[src/rtl/fr2cur_pkg.sv]
// Shared types for the firing-rate-to-current sweep scheduler.
package fr2cur_pkg;
  localparam int FLOAT_W  = 32;
  localparam int CUR_W    = 32;
  localparam int CH_W_MAX = 4;

  typedef enum logic [1:0] {
    S_IDLE,
    S_ISSUE,
    S_DRAIN
  } state_t;

  typedef struct packed {
    logic                valid;
    logic [CH_W_MAX-1:0] ch;
  } tag_t;
endpackage

[src/rtl/fr2cur_tag_pipe.sv]
// Latency-matched tag delay line; empty means nothing remains after this edge.
module fr2cur_tag_pipe
  import fr2cur_pkg::*;
#(
  parameter int PIPE_LAT = 2
) (
  input  logic clk,
  input  logic rst,
  input  tag_t issue,
  output tag_t retire,
  output logic empty
);
  tag_t stage [PIPE_LAT];

  always_ff @(posedge clk or posedge rst) begin
    if (rst) begin
      for (int i = 0; i < PIPE_LAT; i++)
        stage[i] <= '0;
    end else begin
      stage[0] <= issue;
      for (int i = 1; i < PIPE_LAT; i++)
        stage[i] <= stage[i-1];
    end
  end

  assign retire = stage[PIPE_LAT-1];

  // the output stage drains at this edge, so only upstream stages count
  always_comb begin
    empty = ~issue.valid;
    for (int i = 0; i < PIPE_LAT - 1; i++)
      empty = empty & ~stage[i].valid;
  end
endmodule

[src/rtl/fr2cur_sweep_sched.sv]
// Sweeps enabled channels through one shared rate-to-current datapath.
// Optional FR2CUR_CLAMP_NEG_EN: negative currents are written back as 0.
module fr2cur_sweep_sched
  import fr2cur_pkg::*;
#(
  parameter int N_CH     = 4,
  parameter int PIPE_LAT = 2
) (
  input  logic                     neuron_clk,
  input  logic                     reset_global,
  input  logic                     start,
  input  logic [N_CH-1:0]          ch_enable,
  input  logic [FLOAT_W*N_CH-1:0]  f_fr_flat,
  output logic [FLOAT_W-1:0]       dp_fr,
  input  logic [CUR_W-1:0]         dp_current,
  output logic [CUR_W*N_CH-1:0]    i_current_flat,
  output logic                     busy,
  output logic                     done,
  output logic                     overrun
);
  localparam int CH_W = $clog2(N_CH);

  state_t                    state, state_d;
  logic [FLOAT_W*N_CH-1:0]   snap;
  logic [N_CH-1:0]           mask, onehot, rem;
  logic [CH_W-1:0]           ch_sel;
  logic [FLOAT_W-1:0]        snap_sel;
  logic                      done_d;
  logic [CUR_W-1:0]          wb_val;
  tag_t                      push, retire;
  logic                      empty;

  always_comb begin
    ch_sel = '0;
    for (int k = N_CH - 1; k >= 0; k--)
      if (mask[k]) ch_sel = CH_W'(k);
  end

  assign onehot = N_CH'(1) << ch_sel;
  assign rem    = mask & ~onehot;

  always_comb begin
    snap_sel = '0;
    for (int k = 0; k < N_CH; k++)
      if (ch_sel == CH_W'(k)) snap_sel = snap[k*FLOAT_W +: FLOAT_W];
  end

  always_comb begin
    state_d    = state;
    done_d     = 1'b0;
    dp_fr      = '0;
    push       = '0;
    unique case (state)
      S_IDLE: begin
        if (start) begin
          if (|ch_enable) state_d = S_ISSUE;
          else            done_d  = 1'b1;
        end
      end
      S_ISSUE: begin
        dp_fr      = snap_sel;
        push.valid = 1'b1;
        push.ch    = CH_W_MAX'(ch_sel);
        if (rem == '0) state_d = S_DRAIN;
      end
      S_DRAIN: begin
        if (empty) begin
          state_d = S_IDLE;
          done_d  = 1'b1;
        end
      end
      default: state_d = S_IDLE;
    endcase
  end

  assign busy = (state != S_IDLE);

  always_ff @(posedge neuron_clk or posedge reset_global) begin
    if (reset_global) begin
      state   <= S_IDLE;
      done    <= 1'b0;
      overrun <= 1'b0;
    end else begin
      state   <= state_d;
      done    <= done_d;
      overrun <= start & busy;
    end
  end

  always_ff @(posedge neuron_clk or posedge reset_global) begin
    if (reset_global) begin
      snap <= '0;
      mask <= '0;
    end else if (state == S_IDLE && start) begin
      snap <= f_fr_flat;
      mask <= ch_enable;
    end else if (state == S_ISSUE) begin
      mask <= rem;
    end
  end

  fr2cur_tag_pipe #(
    .PIPE_LAT (PIPE_LAT)
  ) u_tag_pipe (
    .clk    (neuron_clk),
    .rst    (reset_global),
    .issue  (push),
    .retire (retire),
    .empty  (empty)
  );

`ifdef FR2CUR_CLAMP_NEG_EN
  assign wb_val = dp_current[CUR_W-1] ? '0 : dp_current;
`else
  assign wb_val = dp_current;
`endif

  always_ff @(posedge neuron_clk or posedge reset_global) begin
    if (reset_global) begin
      i_current_flat <= '0;
    end else begin
      for (int k = 0; k < N_CH; k++)
        if (retire.valid && retire.ch == CH_W_MAX'(k))
          i_current_flat[k*CUR_W +: CUR_W] <= wb_val;
    end
  end
endmodule
[config.mk]
export PLATFORM = sky130hd
export DESIGN_NAME = fr2cur_sweep_sched
export DESIGN_NICKNAME = d
export VERILOG_FILES = /design/src/rtl/fr2cur_pkg.sv /design/src/rtl/fr2cur_tag_pipe.sv /design/src/rtl/fr2cur_sweep_sched.sv
export SDC_FILE = /design/constraint.sdc
export NUM_CORES = 1
export LEC_CHECK = 0
export BUFFER_PORTS_ARGS = -buffer_cell sky130_fd_sc_hd__buf_2
export CORE_ASPECT_RATIO = 1.75
export CORE_UTILIZATION = 40
export DETAILED_ROUTE_END_ITERATION = 10
export GPL_ROUTABILITY_DRIVEN = 0
export MAX_ROUTING_LAYER = met4
export PLACE_DENSITY = 0.73
export RECOVER_POWER = 100
export SYNTH_ARGS = -nofsm -noshare
export SYNTH_HDL_FRONTEND = slang
export SYNTH_SLANG_ARGS = --single-unit
export TNS_END_PERCENT = 100
[constraint.sdc]
create_clock -name neuron_clk -period 22.7 [get_ports neuron_clk]
set_input_delay 2.27 -clock neuron_clk [delete_from_list [all_inputs] [get_ports neuron_clk]]
set_output_delay 2.27 -clock neuron_clk [all_outputs]
set_load 0.01 [all_outputs]
==> impl_metrics.tcl, run 1 <==
set metrics [dict create \
    postLayoutCoreUtil_pct 49.7 \
    routed_wl_um 28200 \
    io_buffers 329 \
    hold_slack_ps 346 \
    rsz0062_at_grt "false" \
    grt_pass1_wl_um 43700 \
    synth_area_um2 11300 \
    finalHoldViolCount 0 \
    root_buffer "clkbuf_16" \
    setup_viol 0 \
    grt_max_degree 127 \
    syn2layout_area_growth_pct 22.0 \
    clkPwrFrac_pct 20.0 \
    post-route-period-util_pct 51.3 \
    cp-start-kind "input pin" \
    worst_pin_slew_ps 5410 \
    crit_type "in2async" \
    clk_latency_ps 530 \
    drv_slew 490 \
    first_pass_iters 4 \
    drive_gt1_share_pct 41.2 \
    vias 7485 \
    fin_worst_skew_ps 10.1 \
    async_flop_share_pct 100 \
    syn-num-nets 920 \
    first_global_vias 8205 \
    die_h_um 225 \
    wl_per_cell_um 19.2 \
    p_comb_share_pct 39.0 \
    end_kind "async pin" \
    final.setup.tns_ps 0 \
    h-tree-depth 1 \
    p_leak_nw 5.79 \
    crit_arrival_ps 11270 \
    viasPerCell 5.10 \
    grt_usage_pct 20.2 \
    fmax_mhz 85.9 \
    cts_resized 0 \
    p_int_mw 1.35 \
    cts_buffer_depth 3 \
    die_x_um 129 \
    yosys.area.top_type_share_pct 59.6 \
    drtIter0Drc 213 \
    relSlewSlack_pct -261 \
    power.density_nw_per_um2 149 \
    hpwl_um 19000 \
    synth_area_per_cell_um2 15.1 \
    antenna_left 0 \
    numCtsBuffers 25 \
    pin_count 330 \
    synth_area_leader_cell "dfrtp_1" \
    fin_crit_ps 11640 \
    vdd_ir_drop_max_mv 0.0845 \
    core_um2 27900 \
    synth_seq_area_share_pct 59.6 \
    violations "max-capacitance violations, max-slew violations" \
    final_nets 1234 \
    synth_ff_type "dfrtp_1" \
    cts_tree "yes" \
    hp-class "reg2reg" \
    maxCapViolations 7 \
    synth_cells 753 \
    p_sw_uw 705 \
    globalRoute.totalOverflow 0 \
    synth-edff-count 0 \
    synth.distinct_cells 33 \
    postCtsHoldBufs 0 \
    clk_pin_slew_ps 60 \
    postCtsSetupRepairBufs 0 \
    fp-row-count 81 \
    drcViolationCount 0 \
    crit_path_max_fanout 126 \
    yosysWarnings 0 \
    dieArea_um2 29100 \
    critPathRequiredTime_ps 22330 \
    swShare_pct 34.3 \
    synth.area.top_cells "dfrtp_1 (60%), mux2_2 (26%), mux2i_1 (3.0%)" \
    p_seq_share_pct 41.0 \
    status "finished with violations" \
    antenna_found_initial 12 \
    initial_utilization_pct 40.7 \
    clock-sinks 270 \
    synth_seq_cells 270 \
]
## worst max-delay path, cell delays in order
cell and delay (ps):
buf_2 100, clkinvlp_2 2940, clkbuf_1 2490, clkbuf_1 3170
## synthesized netlist by cell type, types with 4 or more instances
| library cell | instances |
|---|---|
| nand2b_1 | 34 |
| mux2_2 | 257 |
| nor2_1 | 4 |
| buf_6 | 4 |
| clkbuf_1 | 12 |
| buf_4 | 4 |
| dfrtp_1 | 270 |
| buf_2 | 32 |
| o2bb2ai_1 | 32 |
| mux2i_1 | 34 |
| inv_1 | 4 |
| a32o_1 | 31 |
| nand2_1 | 5 |
## metrics by stage
step	worst slack (ps)	cell area (um^2)	total power, mW	std cells
floorplan	12990	11300	1.38	753
global placement	17710	13300	1.65	1413
detailed placement	17660	13300	1.68	1413
CTS	17300	14100	2.10	1457
global route	8910	13800	2.19	1469
finish	11060	13800	2.06	1469
## final timing paths
| check | startpoint | end | slack, ps | depth (start not counted) |
|---|---|---|---|---|
| max reg2reg | state[0]$_DFFE_PP0P_ | snap[37]$_DFFE_PP0P_ | 16010 | 4 |
| max | reset_global | i_current_flat[113]$_DFFE_PP0P_ | 11060 | 4 |
| min reg2reg | u_tag_pipe.stage[6]$_DFF_PP0_ | u_tag_pipe.retire[1]$_DFF_PP0_ | 350 | 0 |
| max in group neuron_clk | mask[1]$_DFFE_PP0P_ | dp_fr[1] | 14320 | 5 |
| min in group asynchronous | reset_global | i_current_flat[42]$_DFFE_PP0P_ | 3360 | 2 |
| min | u_tag_pipe.stage[6]$_DFF_PP0_ | u_tag_pipe.retire[1]$_DFF_PP0_ | 350 | 0 |
## cell families after synthesis
family,Yosys count,synth area share (%)
buffers and inverters,59,2.77
AND/OR/NAND/NOR,57,3.19
flip-flops,270,59.6
AO/OA/AOI/OAI,76,5.99
multiplexers,291,28.5
## state kept, by name, indices dropped and copies added (netlist names)
signal	count
i_current_flat	128
snap	128
done	1
u_tag_pipe.retire	3
state	2
mask	4
overrun	1
u_tag_pipe.stage	3
## power by group through the flow
stage	Clock (mW)	Combinational [mW]	Sequential [mW]
final	0.412	0.803	0.843
after global routing	0.443	0.874	0.873
after CTS	0.425	0.833	0.839
after detailed placement	0	0.831	0.847
after global placement	0	0.814	0.835
after floorplan	0	0.511	0.873
## area by class of cell
class	instances	area, um^2
clock buffer	34	719
timing repair buffer	341	1470
inverter	5	20.0
tap	373	467
clock inverter	10	78.8
sequential	270	6760
fill	2543	14000
multi-input combinational	424	4300
antenna	12	30.0
## routing by layer
metal / routed length, um / share of wire [%] / vias to the layer above / GRT usage, %
met4: 968 / 3.4 / 0 / 9.98
met1: 10000 / 36 / 3785 / 20.4
met5: 0 / 0 / - / -
li1: - / - / 3392 / -
met2: 15700 / 56 / 244 / 36.7
met3: 1540 / 5.4 / 64 / 3.59
## layout by cell type (no fill, tap or decap), types with 2 or more instances in the layout
cell type	n
buf_4	7
nand3b_1	2
a22o_1	3
dfrtp_1	269
nand2b_1	34
mux2_2	257
buf_2	134
clkbuf_16	25
a32o_1	31
diode_2	12
mux2i_1	34
nor2_1	3
clkbuf_1	203
nand2_1	5
nor4_1	2
o2bb2ai_1	32
nor3b_4	2
clkbuf_8	6
clkinv_2	8
inv_1	3
nor3_1	2
a21oi_1	2
o21ai_0	3
Power figures use the tool's default switching activity.
==> inputs of run 2 (changes only) <==
==> constraint.sdc (replaced) <==
create_clock -name neuron_clk -period 11.9 [get_ports neuron_clk]
set_input_delay 1.19 -clock neuron_clk [delete_from_list [all_inputs] [get_ports neuron_clk]]
set_output_delay 1.19 -clock neuron_clk [all_outputs]
set_load 0.01 [all_outputs]
==> impl_metrics.tcl, run 2 (synthesis gave the netlist of run 1 again) <==
set metrics [dict create \
    grt_usage_pct 19.6 \
    viasPerCell 5.13 \
    routed_wl_um 27800 \
    layout_common_cells "dfrtp_1 (269), mux2_2 (257), clkbuf_1 (171), buf_2 (167)" \
    critPathRequiredTime_ps 12300 \
    globalRoute.totalOverflow 0 \
    cts_resized 0 \
    clock-sinks 270 \
    clk_pin_slew_ps 60 \
    regArea_um2 6760 \
    final_common_cell "dfrtp_1" \
    finalPower_mw 3.98 \
    root_buffer "clkbuf_16" \
    fp-row-count 81 \
    grt_pass1_wl_um 42600 \
    dieArea_um2 29100 \
    drv_slew 462 \
    fin_worst_skew_ps 7.91 \
    status "finished with violations" \
    initial_utilization_pct 40.7 \
    wl_per_cell_um 18.9 \
    hp-class "reg2reg" \
    numCtsBuffers 25 \
    die_h_um 225 \
    crit_type "in2reg" \
    pin_count 330 \
    fillers 2535 \
    drive_gt1_share_pct 44.0 \
    hpwl_um 19000 \
    dp_slack_ps 8280 \
    finalHoldViolCount 0 \
    p_leak_nw 5.89 \
    antenna_left 0 \
    postCtsHoldBufs 0 \
    cts_tree "yes" \
    fin_ws_ps 4880 \
    top_regs "i_current_flat: 128 flops, snap: 128 flops, mask: 4 flops" \
    crit_arrival_ps 7420 \
    drtIter0Drc 360 \
    crit_path_max_fanout 81 \
    multiInputGateArea_um2 4290 \
    syn2layout_area_growth_pct 22.8 \
    end_kind "flop" \
    vias 7528 \
    maxCapViolations 9 \
    die_x_um 129 \
    final_nets 1234 \
    h-tree-depth 1 \
    cts_buffer_depth 3 \
    grt_max_degree 115 \
    io_buffers 329 \
    antenna_found_initial 10 \
    fin_crit_ps 7020 \
    setup_viol 0 \
    final.setup.tns_ps 0 \
    power.density_nw_per_um2 286 \
    cp-start-kind "input pin" \
    clk_latency_ps 530 \
    worst_pin_slew_ps 5160 \
    first_global_vias 7914 \
    postCtsSetupRepairBufs 0 \
    rsz0062_at_grt "false" \
    post-route-period-util_pct 59.0 \
    relSlewSlack_pct -246 \
    first_pass_iters 4 \
    fmax_mhz 142 \
    drcViolationCount 0 \
    core_um2 27900 \
    vdd_ir_drop_max_mv 0.150 \
    violations "max-capacitance violations, max-slew violations" \
]
run 2: worst paths after layout:
path / depth (start not counted) / endpoint / start / slack [ps]
worst max-delay path: 5 / snap[7]$_DFFE_PP0P_ / start / 4880
worst min-delay path: 0 / u_tag_pipe.retire[0]$_DFF_PP0_ / u_tag_pipe.stage[5]$_DFF_PP0_ / 350
worst max register to register: 4 / snap[7]$_DFFE_PP0P_ / state[0]$_DFFE_PP0P_ / 5210
worst min register to register: 0 / u_tag_pipe.retire[0]$_DFF_PP0_ / u_tag_pipe.stage[5]$_DFF_PP0_ / 350
max in group asynchronous: 2 / mask[1]$_DFFE_PP0P_ / reset_global / 7020
min in group asynchronous: 2 / i_current_flat[107]$_DFFE_PP0P_ / reset_global / 2230
run 2: layout make-up:
| cell class | count | share of cell area, % |
|---|---|---|
| inverters | 5 | 0.144 |
| multi-input cells | 424 | 30.8 |
| clock inverters | 11 | 1.20 |
| diodes | 11 | 0.198 |
| repair buffers | 341 | 10.9 |
| flip-flops and latches | 270 | 48.5 |
| well taps | 373 | 3.35 |
| clock buffers | 32 | 4.97 |
run 2: critical path, stage by stage:
cell	delay (ps)
clkbuf_1	110
nor3b_1	180
clkbuf_1	3000
clkbuf_1	2350
mux2_2	490
run 2: per-stage QoR:
step           cell area (um^2)  instances  utilization, %  hold WS [ps]
4_1_cts                   14200       1456            50.8           354
6_report                  13900       1467            50.0           349
5_1_grt                   13900       1466            50.0           358
3_3_place_gp              13300       1413            47.7           332
3_5_place_dp              13300       1413            47.7           338
2_1_floorplan             11300        753               -           331
run 2: power breakdown:
group          switching [mW]  total (mW)  internal (mW)
combinational           0.756        1.52          0.768
clock                   0.347       0.845          0.498
sequential              0.238        1.61           1.37
total                    1.34        3.98           2.64
run 2: per-layer routing:
metal,vias up,part of all wire (%),global-route usage (%)
li1,3398,-,-
met1,3818,37,20.8
met2,244,54,35.1
met3,68,5.1,3.47
met4,0,3.5,8.54
met5,-,0,-
==> inputs of run 3 (changes only) <==
--- a/config.mk
+++ b/config.mk
@@ -11,7 +11,7 @@
 export DETAILED_ROUTE_END_ITERATION = 10
 export GPL_ROUTABILITY_DRIVEN = 0
 export MAX_ROUTING_LAYER = met4
-export PLACE_DENSITY = 0.73
+export PLACE_DENSITY = 0.76
 export RECOVER_POWER = 100
 export SYNTH_ARGS = -nofsm -noshare
 export SYNTH_HDL_FRONTEND = slang
==> constraint.sdc (replaced) <==
create_clock -name neuron_clk -period 6.1 [get_ports neuron_clk]
set_input_delay 0.61 -clock neuron_clk [delete_from_list [all_inputs] [get_ports neuron_clk]]
set_output_delay 0.61 -clock neuron_clk [all_outputs]
set_load 0.01 [all_outputs]
==> impl_metrics.tcl, run 3 (synthesis gave the netlist of run 1 again) <==
set metrics [dict create \
    fillers 2550 \
    h-tree-depth 1 \
    postCtsSetupRepairBufs 0 \
    p_leak_nw 5.91 \
    finalHoldViolCount 0 \
    pin_count 330 \
    core_um2 27900 \
    setup_viol 0 \
    violations "max-capacitance violations, max-slew violations" \
    cts_tree "yes" \
    drive_gt1_share_pct 44.7 \
    cts_buffer_depth 3 \
    slowest_delay_ps 1780 \
    crit_path_max_fanout 42 \
    syn2layout_area_growth_pct 22.6 \
    rr_endpoint "snap[41]$_DFFE_PP0P_" \
    fin_worst_skew_ps 7.88 \
    wl_per_cell_um 18.9 \
    clk_pin_slew_ps 70 \
    fmax_mhz 213 \
    end_kind "output pin" \
    post-route-period-util_pct 76.8 \
    rsz0062_at_grt "false" \
    reg2reg_slack_ps 2580 \
    fin_ws_ps 1410 \
    viasPerCell 5.12 \
    status "finished with violations" \
    antenna_left 0 \
    cp-start-kind "flop" \
    hpwl_um 19700 \
    drcViolationCount 0 \
    vdd_ir_drop_max_mv 0.292 \
    r2r-start "state[0]$_DFFE_PP0P_" \
    grt_pass1_wl_um 42500 \
    critPathRequiredTime_ps 5490 \
    antenna_found_initial 7 \
    fin_crit_ps 4690 \
    final_nets 1237 \
    dieArea_um2 29100 \
    relSlewSlack_pct -97.4 \
    crit_type "reg2out" \
    io_buffers 329 \
    cp_slowest_cell "nor2_1" \
    clock-sinks 270 \
    first_pass_iters 6 \
    vias 7505 \
    ff2ff_path_depth 3 \
    grt_usage_pct 19.4 \
    postCtsHoldBufs 1 \
    crit_end "dp_fr[1]" \
    drv_slew 398 \
    fp-row-count 81 \
    worstHoldPathCells 2 \
    layout_common_cells "dfrtp_1 (269), mux2_2 (256), buf_2 (176), clkbuf_1 (163)" \
    die_h_um 225 \
    maxCapViolations 7 \
    grt_max_degree 122 \
    crit_arrival_ps 4080 \
    initial_utilization_pct 40.7 \
    final.setup.tns_ps 0 \
    worst_pin_slew_ps 2960 \
    cp.depth 5 \
    critical_path_buf_inv_count 2 \
    final_common_cell "dfrtp_1" \
    routed_wl_um 27700 \
    die_x_um 129 \
    crit_family "simple AND/OR/NAND/NOR gates" \
    path_cells "buf_4 -> or4b_1 -> nor2_1 -> a32o_1 -> clkbuf_1" \
    drtIter0Drc 237 \
    dp_slack_ps 3140 \
    power.density_nw_per_um2 551 \
    first_global_vias 7946 \
    crit_path_start "mask[1]$_DFFE_PP0P_" \
    numCtsBuffers 25 \
    root_buffer "clkbuf_16" \
    hp-class "in2reg" \
    top_regs "i_current_flat: 128 flops, snap: 128 flops, mask: 4 flops" \
    clk_latency_ps 520 \
    cts_resized 0 \
    globalRoute.totalOverflow 0 \
]
[run 3: worst register-to-register path: stages, from the launching register on]
cell and delay (ps):
dfrtp_1 420, nor3b_1 270, clkbuf_2 2000, mux2_2 690
[run 3: final cells by class]
cell class / instances / area, um^2 / share of cell area (%)
Sequential cell: 270 / 6760 / 48.6
Multi-Input combinational cell: 424 / 4280 / 30.8
Timing Repair Buffer: 344 / 1550 / 11.1
Clock buffer: 33 / 676 / 4.86
Tap cell: 373 / 467 / 3.36
Clock inverter: 10 / 133 / 0.954
Inverter: 5 / 20.0 / 0.144
Antenna cell: 8 / 20.0 / 0.144
[run 3: worst min path at each step]
stage               slack [ps]                     startpoint                              to
floorplan                  330  u_tag_pipe.stage[5]$_DFF_PP0_  u_tag_pipe.retire[0]$_DFF_PP0_
global placement           330  u_tag_pipe.stage[6]$_DFF_PP0_  u_tag_pipe.retire[1]$_DFF_PP0_
detailed placement         340  u_tag_pipe.stage[6]$_DFF_PP0_  u_tag_pipe.retire[1]$_DFF_PP0_
CTS                        280                  f_fr_flat[83]            snap[83]$_DFFE_PP0P_
global route               290                  f_fr_flat[60]            snap[60]$_DFFE_PP0P_
finish                     310                  f_fr_flat[60]            snap[60]$_DFFE_PP0P_
[run 3: metrics by stage]
step	util [%]	total power [mW]	cell area [um^2]	hold slack, ps	cells
2_1_floorplan	-	5.15	11300	331	753
3_3_place_gp	47.8	6.13	13300	332	1415
3_5_place_dp	47.8	6.25	13300	340	1415
4_1_cts	50.8	7.83	14100	285	1459
5_1_grt	49.9	8.13	13900	294	1466
6_report	49.9	7.66	13900	313	1467
[run 3: where the power goes]
group / internal, mW / total [mW] / switching (mW)
sequential: 2.67 / 3.16 / 0.483
combinational: 1.48 / 2.94 / 1.46
clock: 0.904 / 1.56 / 0.655
total: 5.06 / 7.66 / 2.60
[run 3: routing by layer]
| layer | vias up | routed length [um] | track usage (%) |
|---|---|---|---|
| met3 | 61 | 1400 | 2.93 |
| li1 | 3392 | - | - |
| met5 | - | 0 | - |
| met1 | 3814 | 10000 | 20.2 |
| met4 | 0 | 886 | 9.56 |
| met2 | 238 | 15400 | 35.1 |
